File: src/rtl/drm_sdp_bist.sv
// March-style BIST for a simple dual-port RAM: write a descending pattern, read it back, count mismatches.
// Optional macro DRM_BIST_INV_PASS_EN adds a second pass with inverted data.
module drm_sdp_bist #(
  parameter int ADDR_WIDTH    = 10,
  parameter int DATA_WIDTH    = 8,
  parameter int OUTPUT_REG    = 0,
  parameter int ERR_CNT_WIDTH = 3
) (
  input  logic                     clk,
  input  logic                     rst_n,
  input  logic                     start,
  output logic                     busy,
  output logic                     done,
  output logic                     pass,
  output logic [ERR_CNT_WIDTH-1:0] err_cnt,
  output logic [ADDR_WIDTH-1:0]    first_err_addr,
  output logic                     mem_wr_en,
  output logic [ADDR_WIDTH-1:0]    mem_wr_addr,
  output logic [DATA_WIDTH-1:0]    mem_wr_data,
  output logic [ADDR_WIDTH-1:0]    mem_rd_addr,
  input  logic [DATA_WIDTH-1:0]    mem_rd_data
);

  localparam int LAT = 1 + OUTPUT_REG;

  typedef enum logic [2:0] {IDLE, WRITE, READ, DRAIN, DONE} state_t;

  state_t                state, state_nxt;
  logic [ADDR_WIDTH-1:0] addr_q, addr_nxt;
  logic [1:0]            drain_q, drain_nxt;
  logic                  inv;
  logic                  start_acc;
  logic                  rd_en;
  logic                  mismatch;

  logic                  vld_pipe  [LAT:1];
  logic [ADDR_WIDTH-1:0] addr_pipe [LAT:1];
  logic [DATA_WIDTH-1:0] exp_pipe  [LAT:1];

`ifdef DRM_BIST_INV_PASS_EN
  logic pass_q, pass_nxt;
  assign inv = pass_q;
`else
  assign inv = 1'b0;
`endif

  function automatic logic [DATA_WIDTH-1:0] pattern(input logic [ADDR_WIDTH-1:0] a,
                                                    input logic inv_i);
    logic [DATA_WIDTH-1:0] a_ext;
    a_ext = DATA_WIDTH'(a);
    return ({DATA_WIDTH{1'b1}} - a_ext) ^ {DATA_WIDTH{inv_i}};
  endfunction

  assign start_acc = start && (state == IDLE || state == DONE);
  assign rd_en     = (state == READ);

  always_comb begin
    state_nxt = state;
    addr_nxt  = addr_q;
    drain_nxt = drain_q;
`ifdef DRM_BIST_INV_PASS_EN
    pass_nxt  = pass_q;
`endif
    case (state)
      IDLE, DONE: if (start) begin
        state_nxt = WRITE;
        addr_nxt  = '0;
`ifdef DRM_BIST_INV_PASS_EN
        pass_nxt  = 1'b0;
`endif
      end
      WRITE: begin
        addr_nxt = addr_q + 1'b1;
        if (addr_q == '1) state_nxt = READ;
      end
      READ: begin
        addr_nxt = addr_q + 1'b1;
        if (addr_q == '1) begin
          state_nxt = DRAIN;
          drain_nxt = '0;
        end
      end
      DRAIN: begin
        drain_nxt = drain_q + 1'b1;
        if (drain_q == 2'(LAT - 1)) begin
`ifdef DRM_BIST_INV_PASS_EN
          if (!pass_q) begin
            state_nxt = WRITE;
            pass_nxt  = 1'b1;
          end else
            state_nxt = DONE;
`else
          state_nxt = DONE;
`endif
        end
      end
      default: state_nxt = IDLE;
    endcase
  end

  always_ff @(posedge clk or negedge rst_n) begin
    if (!rst_n) begin
      state   <= IDLE;
      addr_q  <= '0;
      drain_q <= '0;
`ifdef DRM_BIST_INV_PASS_EN
      pass_q  <= 1'b0;
`endif
    end else begin
      state   <= state_nxt;
      addr_q  <= addr_nxt;
      drain_q <= drain_nxt;
`ifdef DRM_BIST_INV_PASS_EN
      pass_q  <= pass_nxt;
`endif
    end
  end

  // Expected data/address travel alongside the RAM read latency
  always_ff @(posedge clk or negedge rst_n) begin
    if (!rst_n) begin
      for (int i = 1; i <= LAT; i++) begin
        vld_pipe[i]  <= 1'b0;
        addr_pipe[i] <= '0;
        exp_pipe[i]  <= '0;
      end
    end else begin
      vld_pipe[1]  <= rd_en;
      addr_pipe[1] <= addr_q;
      exp_pipe[1]  <= pattern(addr_q, inv);
      for (int i = 2; i <= LAT; i++) begin
        vld_pipe[i]  <= vld_pipe[i-1];
        addr_pipe[i] <= addr_pipe[i-1];
        exp_pipe[i]  <= exp_pipe[i-1];
      end
    end
  end

  assign mismatch = vld_pipe[LAT] && (mem_rd_data != exp_pipe[LAT]);

  // err_cnt==0 doubles as "no mismatch yet" since it saturates instead of wrapping
  always_ff @(posedge clk or negedge rst_n) begin
    if (!rst_n) begin
      err_cnt        <= '0;
      first_err_addr <= '0;
    end else if (start_acc) begin
      err_cnt        <= '0;
      first_err_addr <= '0;
    end else if (mismatch) begin
      if (err_cnt == '0) first_err_addr <= addr_pipe[LAT];
      if (err_cnt != '1) err_cnt <= err_cnt + 1'b1;
    end
  end

  assign busy        = (state == WRITE) || (state == READ) || (state == DRAIN);
  assign done        = (state == DONE);
  assign pass        = done && (err_cnt == '0);
  assign mem_wr_en   = (state == WRITE);
  assign mem_wr_addr = mem_wr_en ? addr_q : '0;
  assign mem_wr_data = mem_wr_en ? pattern(addr_q, inv) : '0;
  assign mem_rd_addr = rd_en ? addr_q : '0;

endmodule

File: config.mk
export PLATFORM = sky130hd
export DESIGN_NAME = drm_sdp_bist
export DESIGN_NICKNAME = d
export VERILOG_FILES = /design/src/rtl/drm_sdp_bist.sv
export SDC_FILE = /design/constraint.sdc
export NUM_CORES = 1
export LEC_CHECK = 0
export CORE_MARGIN = 5
export CORE_UTILIZATION = 40
export CTS_CLUSTER_DIAMETER = 30
export CTS_CLUSTER_SIZE = 25
export DETAILED_ROUTE_END_ITERATION = 10
export GPL_ROUTABILITY_DRIVEN = 0
export MAX_ROUTING_LAYER = met4
export PLACE_DENSITY = 0.67
export SKIP_LAST_GASP = 1
export SLEW_MARGIN = 20
export SYNTH_ARGS = -nofsm -noshare
export SYNTH_HDL_FRONTEND = slang
export SYNTH_SLANG_ARGS = --single-unit
export TNS_END_PERCENT = 100
File: constraint.sdc
create_clock -name clk -period 2.06 [get_ports clk]
set_clock_uncertainty 0.1 [all_clocks]
set_input_delay 0.309 -clock clk [delete_from_list [all_inputs] [get_ports clk]]
set_output_delay 0.309 -clock clk [all_outputs]
set_load 0.03 [all_outputs]
==> metrics list <==
- The run finished with clean final reports.
- Reg2reg start: state[1]
* Area growth syn-to-layout: 38.7%
- The initial antenna violation count was 0.
- The worst register-to-register path has a setup slack of around 0.18 ns.
* Share of synthesized cell area in and, or, nand and nor gates: 21.8%
* Routed Wire Length: 5.35 mm
- For this block, the initial DRC count from the detailed router was 91.
* Crit path max fanout: 16
- In the final routed layout, each cell accounts on average for around 15 µm.
* Clock latency of the later-clocked register in the worst-skew pair: about 0.30 ns
* Post-place setup slack: -0.174 ns
- Fraction of the mapped netlist area in adder cells: approximately 2.8%
- After the flow finishes, the layout carries non-filler instances totaling 368.
* Placed insts: 357
- The tree built by TritonCTS fans out to 47 sinks.
- The worst pin sits at a relative slew slack of between 50 and 60%.
- Share of cell area taken by muxes after synthesis: 7.29%
* Worst hold-check path type: in2async
- Initial standard-cell utilization of the core: 40.7%
* Part of the power in combinational logic: 33.5%
- By area, the combinational part of the netlist is dominated by simple AND/OR/NAND/NOR gates.
- Internal power: roughly 1.8 mW
- Count of inserted antenna diode cells: 0
* Final Net Count: slightly above 300
* Pins over their slew limit: 0
* Boundary Pins: 56
- The worst setup path is of the reg2out kind.
* Drt via density: slightly below 5
* Cell Chain, Critical Path: or3b_4 > buf_12 > nor2_1 > buf_4
- Tightest Pin Transition: between 0.6 and 0.7 ns
- For this design, the slowest cell found on the critical path is dfrtp_2.
* Largest net degree at the start of global routing: 30
* Yosys Warn Count: 0
- The cell family contributing the most delay on the critical path is simple AND/OR/NAND/NOR gates.
- For this run the aggregate overflow at the end of global routing stands at 0.
* Total negative setup slack: 0 ns
- Based on the critical path, the design can be clocked at up to 499 MHz.
- Vias in the first global route: roughly 1800
- Counting flops with an async set or reset pin after synthesis yields a share of 100%.
* Clk network pwr share: approximately 24%
- Summed over all nets, the switching power comes to ~1.0 mW.
- Die Wd: between 80 and 90 µm
- Post-Syn Nets: between 200 and 250
- Final ANT Viol Nets: 0
- Worst ir drop on vdd: just under 0.7 mV
- The number of cells on the worst reg-to-reg path is 5.
- Worst Slack Setup Final: 0.0568 ns
- Flop pwr share: a little over two fifths
- Proportion of layout cells with a drive suffix above 1: 25.3%
* TritonCTS clock tree: done
- The cell count after synthesis came out at roughly 230.
- Worst EP arrival: between 1.5 and 2 ns
- The first global-routing pass estimated 8.82 mm of wire.
- Power Density: 933 mW/mm²
- After clock tree synthesis, the clock-pin slew on the worst setup and hold paths is approximately 0.09 ns.
- Post-synth top flop: dfrtp_1
- The worst setup path is launched from a flop.
* Sequential fraction of the synthesis area: between 50 and 60%
- Total chip power: 2.87 mW
* Cell area reported after detailed placement: just under 0.003 mm²
- The first detailed-routing pass ran for 4 iterations.
- Setup-violating endpoint count in the final report: 0
* Avg Cell Area, Syn: between 9 and 10 µm²
* RSZ-0062 raised after global routing: yes
* Top cells by area in the synthesized netlist: dfrtp_1 (53%), mux2i_1 (6.8%), nand2_1 (5.8%), nor2_1 (4.2%), xor2_1 (3.2%)
- In this run the number of H-tree levels came out at 2.
* DIE HEIGHT: 84.4 µm
- Global routing consumed, over all layers together, 15.8% of the routing resources.
- After detailed routing, the number of remaining DRC violations is 0.
* Endpoint kind of the worst setup timing path: output port
* Critical path's largest stage delay: about 0.43 ns
* Routed vias: 1812
- Total of flip-flops plus latches after synthesis: 47
- Number of enable-type register cells in the synthesized netlist: 0
- The finished cells cover 0.00307 mm².
* Die outline area: between 0.007 and 0.008 mm²
- The synthesized netlist devotes under 10% of its cell area to compound gates.
- End of the worst register-to-register path: addr_q[9]
* Library cell with the highest instance count after synthesis: dfrtp_1
* Number of buffers inserted during clock tree synthesis: 5
- In this run the tool buffered the top-level ports with 55 buffer cells.
* Leak Pwr: 1.41 nW
* Leading cell types by count after synthesis: dfrtp_1 (47), nand2_1 (34), nor2_1 (25)
- The core region is about 0.0054 mm².
* Fraction of power spent switching nets: ~36%
* Number of distinct library cells after synthesis: 38
- HPWL after DPL: between 3 and 4 mm
- Synthesized area: 0.00221 mm²
* Xor-xnor portion of the synthesized cell area: under 10%
- Final critical path time including I/O delays and setup: about 2 ns
- Count of buffer and inverter cells on the critical path: 2
* CP required: 1.65 ns
* Number of endpoints with negative hold slack in the final report: 0
* Crit share post-route: a little over nine tenths
- Cell taking the most area after synthesis: dfrtp_1
- Total of max-cap violations: 0
- CTS Root Buffer Type: clkbuf_8
- Counting along the longest clock path gives a buffer depth of 2.
- Std-Cell Rows: 27
- Share of Yosys cell area claimed by the top area cell type: between 50% and 60%
-- power groups by stage --
stage	sequential, mW	clock [mW]	combinational [mW]
finish	1.21	0.693	0.959
global route	1.23	0.736	1.04
CTS	1.21	0.711	0.966
detailed placement	1.23	0	0.952
global placement	1.22	0	0.946
floorplan	1.19	0	0.586
-- cell type report --
class | instances | area, µm²
clock buffers | 5 | 68.8
clock inverters | 3 | 47.5
fillers | 493 | 2370
inverters | 14 | 52.6
multi-input cells | 150 | 940
flip-flops and latches | 47 | 1180
well taps | 72 | 90.1
repair buffers | 77 | 696
-- worst register-to-register path, cell delays in order, from the launching register on --
cell	delay (ns)
dfrtp_1	0.42
buf_4	0.16
xnor2_2	0.17
or2_4	0.27
or4_4	0.52
mux2i_1	0.13
-- worst max path at each step --
stage | from | to | slack (ns) | depth (start not counted)
4_1_cts | state[0] | mem_wr_data[4] | 0.005 | 4
5_1_grt | state[2] | mem_rd_addr[0] | -0.02 | 5
2_1_floorplan | state[1] | mem_wr_addr[5] | -0.07 | 5
6_report | state[0] | mem_wr_data[7] | 0.06 | 4
3_3_place_gp | mem_rd_data[7] | first_err_addr[3] | -0.09 | 6
3_5_place_dp | mem_rd_data[7] | first_err_addr[3] | -0.17 | 6
-- through the flow --
stage	hold slack (ns)	utilization, %
after global routing	0.418	56.5
after CTS	0.386	56.1
final	0.388	56.5
after global placement	0.190	53.3
after floorplan	-0.0866	-
after detailed placement	0.193	53.3
-- cells by family after synthesis --
group	count (synthesis)
compound gates	18
mux	16
fa+ha+maj	5
flops	47
simple gates	100
xor+xnor	11
buf+inv	28
-- state kept, by name, summed over array words and instances, names as in the netlist --
register	count
addr_pipe	10
addr_q	10
first_err_addr	10
exp_pipe	8
err_cnt	3
state	3
drain_q	2
vld_pipe	1
-- timing repair --
action | CTS | global route
setup endpoints to repair | 19 | 16
endpoints found under the hold margin | 18 | 0
gates resized for setup | 1 | 4
hold buffers | 1 | 0
buffers inserted | 1 | 1
-- layout by cell type, fill, tap and decap left out, types with 2 or more instances in the layout --
master / n
a21boi_0: 2
o31ai_1: 2
clkdlybuf4s50_1: 22
nand4_1: 3
nand2_1: 34
nor3_1: 8
ha_1: 5
mux2i_1: 15
a21oi_1: 5
nor2_1: 24
dfrtp_1: 46
buf_4: 48
and2_1: 3
and2_2: 2
clkbuf_8: 5
buf_12: 5
xor2_1: 8
nand2b_1: 2
or3_1: 2
nor4_1: 3
inv_1: 14
xnor2_1: 2
nand3_1: 5
o21ai_0: 5
nand3b_1: 2
-- per-layer routing --
layer	global-route usage [%]	wire (µm)	up-vias
li1	-	-	881
met3	3.43	279	2
met4	3.45	34	0
met5	-	0	-
met2	26.0	2690	53
met1	20.2	2350	876
Power figures use the tool's default switching activity.
==> RTL change 1, RTL diff (same flow settings) <==
Encoding of `state_t`: now Gray code (3 bits for 5 states).
--- a/src/rtl/drm_sdp_bist.sv
+++ b/src/rtl/drm_sdp_bist.sv
@@ -24,5 +24,5 @@
   localparam int LAT = 1 + OUTPUT_REG;
 
-  typedef enum logic [2:0] {IDLE, WRITE, READ, DRAIN, DONE} state_t;
+  typedef enum logic [2:0] {IDLE = 3'b000, WRITE = 3'b001, READ = 3'b011, DRAIN = 3'b010, DONE = 3'b110} state_t;
 
   state_t                state, state_nxt;
Behaviour: no difference found for any inputs over 10 cycles, from zero or initial values and one cycle with rst_n low; not proved beyond that.
==> RTL change 1 against the original RTL <==
The flow now finishes with violations (hold timing); non-clock buffer count decreased by 9; combinational power is 6.3% lower; total power fell by 6.5%; sequential share of layout area rose by 1.1 points; global-route usage down 0.57 points; sequential cell count unchanged; sequential power increased by 3%; area after synthesis increased by 1.8%; cell area fell by 2.9%; routed wire length shrank 3.2%; die area grew 1.5%; setup slack improved by 0.036 ns; highest routed layer unchanged.
==> RTL change 1: results (changes against the original RTL) <==
- Mux cell area share after synthesis: 6.274% (was 7.288%)
- Via density: 4.820 (was 4.924)
- Post-Synth XOR/XNOR Area: 4.720% (was 4.689%)
- Failing checks: hold timing
- Status: finished, violations left (was finished clean)
- Synth Area in Adders: 2.776% (was 2.825%)
- Arrival @ worst endpoint: 1.56 ns (was 1.59 ns)
- Fillers: 501 (was 493)
- Drt first pass iters: 5 (was 4)
- Layout cells sized above 1: 22.41% (was 25.34%)
- Maximum vdd drop: 471.6 uV (was 694.7 uV)
- Sequential area share after synthesis: 52.19% (was 53.11%)
- Internal Power: 0.001684 W (was 0.001829 W)
- Nets@finish: 305 (was 311)
- Hold violation count in the final report: 3 (was 0)
- Critical path startpoint: state[2] (was state[0])
- Ant diodes: 0 (unchanged)
- Reg2reg setup slack: 0.30 ns (was 0.18 ns)
- Distinct cells, synth: 40 (was 38)
- Initial antenna violation count: 0 (unchanged)
- Worst hold margin: -0.008142 ns (was 0.3880 ns)
- Clock buffer depth: 2 (unchanged)
- Leakage power: 1.433 nW (was 1.410 nW)
- First-pass GRT wire length: 8.507 mm (was 8.818 mm)
- Worst slew margin: 60.10% (was 58.45%)
- Commonest cells post-synth: dfrtp_1 (47), nand2_1 (36), nor2_1 (21), inv_1 (14), mux2i_1 (13) (was dfrtp_1 (47), nand2_1 (34), nor2_1 (25), mux2i_1 (15), inv_1 (14))
- Post-synthesis compound-gate area fraction: 7.274% (was 5.085%)
- GRT Total Usage: 15.26% (was 15.83%)
- Synth area leaders: dfrtp_1 (52%), nand2_1 (6.0%), mux2i_1 (5.8%), nor2_1 (3.5%), xor2_1 (3.1%) (was dfrtp_1 (53%), mux2i_1 (6.8%), nand2_1 (5.8%), nor2_1 (4.2%), xor2_1 (3.2%))
- Vias in the first global route: 1697 (was 1792)
- Pin count of the biggest net entering global routing: 48 (was 30)
- Routed WL: 5.181 mm (was 5.353 mm)
RTL change 1: cell count changes after synthesis, moves of 3 or more:
| cell | delta |
|---|---|
| buf_2 | +5 |
| and3_1 | +10 |
| nor2_1 | -4 |
| a21oi_1 | +3 |
| nor3_1 | -9 |
| clkbuf_1 | -6 |
| o21ai_0 | +3 |
RTL change 1: final timing paths:
path | depth (start not counted) | end
worst max-delay path | 5 | mem_wr_data[5]
worst max register to register | 5 | addr_q[9]
min in group clk | 0 | addr_pipe[9]
max in group asynchronous | 2 | first_err_addr[0]
worst min register to register | 0 | addr_pipe[9]
worst min-delay path | 2 | err_cnt[0]
RTL change 1: metal layers:
| layer | global-route usage (%) | share of wire (%) | routed length, um |
|---|---|---|---|
| met5 | - | 0 | 0 |
| met2 | 24.65 | 48 | 2504 |
| met4 | 6.619 | 2.4 | 125 |
| met3 | 2.136 | 4.3 | 224 |
| met1 | 19.09 | 45 | 2326 |
RTL change 1: cell type report:
class | instances | area, um^2 | area share, %
Clock buffer | 7 | 76.32 | 2.559
Clock inverter | 1 | 5.005 | 0.1678
Inverter | 14 | 52.55 | 1.762
Multi-Input combinational cell | 153 | 979.7 | 32.84
Sequential cell | 47 | 1176 | 39.43
Tap cell | 72 | 90.09 | 3.020
Timing Repair Buffer | 68 | 603.1 | 20.22
RTL change 1: power groups by stage:
stage          combinational (W)  sequential, W  clock, W
2_1_floorplan           0.000535        0.00124         0
3_3_place_gp            0.000891        0.00126         0
3_5_place_dp            0.000900        0.00127         0
4_1_cts                 0.000903        0.00125  0.000547
5_1_grt                 0.000974        0.00128  0.000582
6_report                0.000899        0.00125  0.000531
RTL change 1: cells by family after synthesis:
| kind of cell | Yosys count |
|---|---|
| AO/OA/AOI/OAI | 27 |
| XOR/XNOR | 10 |
| adder cells (fa/ha/maj) | 5 |
| buffers and inverters | 25 |
| flip-flops | 47 |
| multiplexers | 14 |
| AND/OR/NAND/NOR | 97 |
RTL change 1: worst max-delay path: stages, from the launching register on:
cell and delay [ns]:
dfrtp_1 0.40, and2b_4 0.28, nand2b_1 0.07, buf_4 0.20
nor2_2 0.13, buf_4 0.18
RTL change 1: timing repair:
item,4_1_cts,5_1_grt
pin swaps,0,0
setup endpoints to repair,2,4
setup buffers,2,0
hold buffers,0,0
resized for setup,0,4
RTL change 1: per-stage QoR:
step                instances  util [%]  setup slack (ns)  instance area, um^2
finish                    362     54.17           0.09310                 2983
global route              362     54.17        0.00006994                 2983
CTS                       362     53.99           0.04018                 2973
detailed placement        352     52.24           0.06169                 2877
global placement          352     52.24           0.04843                 2877
floorplan                 225         -            0.1699                 2253
==> RTL change 2, RTL diff (same settings) <==
Made on the original files. `OUTPUT_REG`: 0 -> 1.
--- a/src/rtl/drm_sdp_bist.sv
+++ b/src/rtl/drm_sdp_bist.sv
@@ -4,5 +4,5 @@
   parameter int ADDR_WIDTH    = 10,
   parameter int DATA_WIDTH    = 8,
-  parameter int OUTPUT_REG    = 0,
+  parameter int OUTPUT_REG    = 1,
   parameter int ERR_CNT_WIDTH = 3
 ) (
Check against the original RTL: no difference found for any inputs over 10 cycles, from zero or initial values and one cycle with rst_n low; that may be too few to reach the edited logic, so the function may still have changed.
==> RTL change 2 against the original RTL <==
Setup slack lost 0.024 ns; first-iteration DRC count grew 20%; routed wire length grew 3.5%; sequential cell count grew 19; cell area grew 15%; sequential power grew 45%; total power grew 36%; area after synthesis grew 21%.
==> RTL change 2: results (changes against the original RTL) <==
- Syn_nets: 261 (was 241)
- Post-cts repair resize count: 4 (was 1)
- Met1 usage: 17.82% (was 20.25%)
- Worst Hold Class: flip-flop to flip-flop (was input port to asynchronous set/reset pin)
- Routed WL: 5.541 mm (was 5.353 mm)
- Status: finished clean (unchanged)
- GRT Total Usage: 14.83% (was 15.83%)
- Pin count of the biggest net entering global routing: 51 (was 30)
- Leakage power: 1.631 nW (was 1.410 nW)
- Met3 wire len: 212 um (was 279 um)
- Via density: 4.767 (was 4.924)
- Met1 wire length: 2.439 mm (was 2.352 mm)
- Post-Synth XOR/XNOR Area: 4.215% (was 4.689%)
- Largest stage delay on the critical path: 0.51 ns (was 0.43 ns)
- # Post-CTS Setup Buffers: 0 (was 1)
- Critical path startpoint: state[1] (was state[0])
- Synth area leaders: dfrtp_1 (62%), mux2i_1 (6.0%), nand2_1 (5.9%), nor2_1 (3.5%), xor2_1 (2.6%) (was dfrtp_1 (53%), mux2i_1 (6.8%), nand2_1 (5.8%), nor2_1 (4.2%), xor2_1 (3.2%))
- Synth Area in Adders: 2.342% (was 2.825%)
- Critical-path top delay cell: or3b_4 (was dfrtp_2)
- Worst Path Max Fanout: 18 (was 16)
- Worst slew margin: 67.54% (was 58.45%)
- Layout cells sized above 1: 21.07% (was 25.34%)
- Vias in the first global route: 1971 (was 1792)
- Fillers: 556 (was 493)
- Final HPWL DP: 4.066 mm (was 3.969 mm)
- Commonest cells post-synth: dfrtp_1 (66), nand2_1 (42), nor2_1 (25), mux2i_1 (16), inv_1 (15) (was dfrtp_1 (47), nand2_1 (34), nor2_1 (25), mux2i_1 (15), inv_1 (14))
- Grt met3 use: 4.010% (was 3.435%)
- Nets@finish: 329 (was 311)
- H-tree depth: 3 (was 2)
- Post-synthesis compound-gate area fraction: 3.607% (was 5.085%)
- First-pass GRT wire length: 9.446 mm (was 8.818 mm)
- Clock distribution power: 0.00100 W (was 0.000693 W)
## RTL change 2: through the flow
| stage | TNS, ns | setup slack (ns) | hold WS, ns | total power [W] | cell area (um^2) |
|---|---|---|---|---|---|
| after floorplan | -0.8052 | -0.08052 | -0.08659 | 0.002430 | 2673 |
| after global placement | 0 | 0.09817 | 0.1592 | 0.002903 | 3314 |
| after detailed placement | 0 | 0.07204 | 0.1642 | 0.002919 | 3314 |
| after CTS | 0 | 0.01558 | 0.2494 | 0.003939 | 3513 |
| after global routing | -0.07003 | -0.04431 | 0.2539 | 0.004134 | 3528 |
| final | 0 | 0.03253 | 0.2452 | 0.003889 | 3528 |
## RTL change 2: layout make-up
type,count,area share (%)
Tap cell,77,2.730
Sequential cell,66,46.81
Multi-Input combinational cell,151,26.28
Inverter,15,1.596
Clock inverter,3,1.135
Clock buffer,13,3.936
Timing Repair Buffer,70,17.52
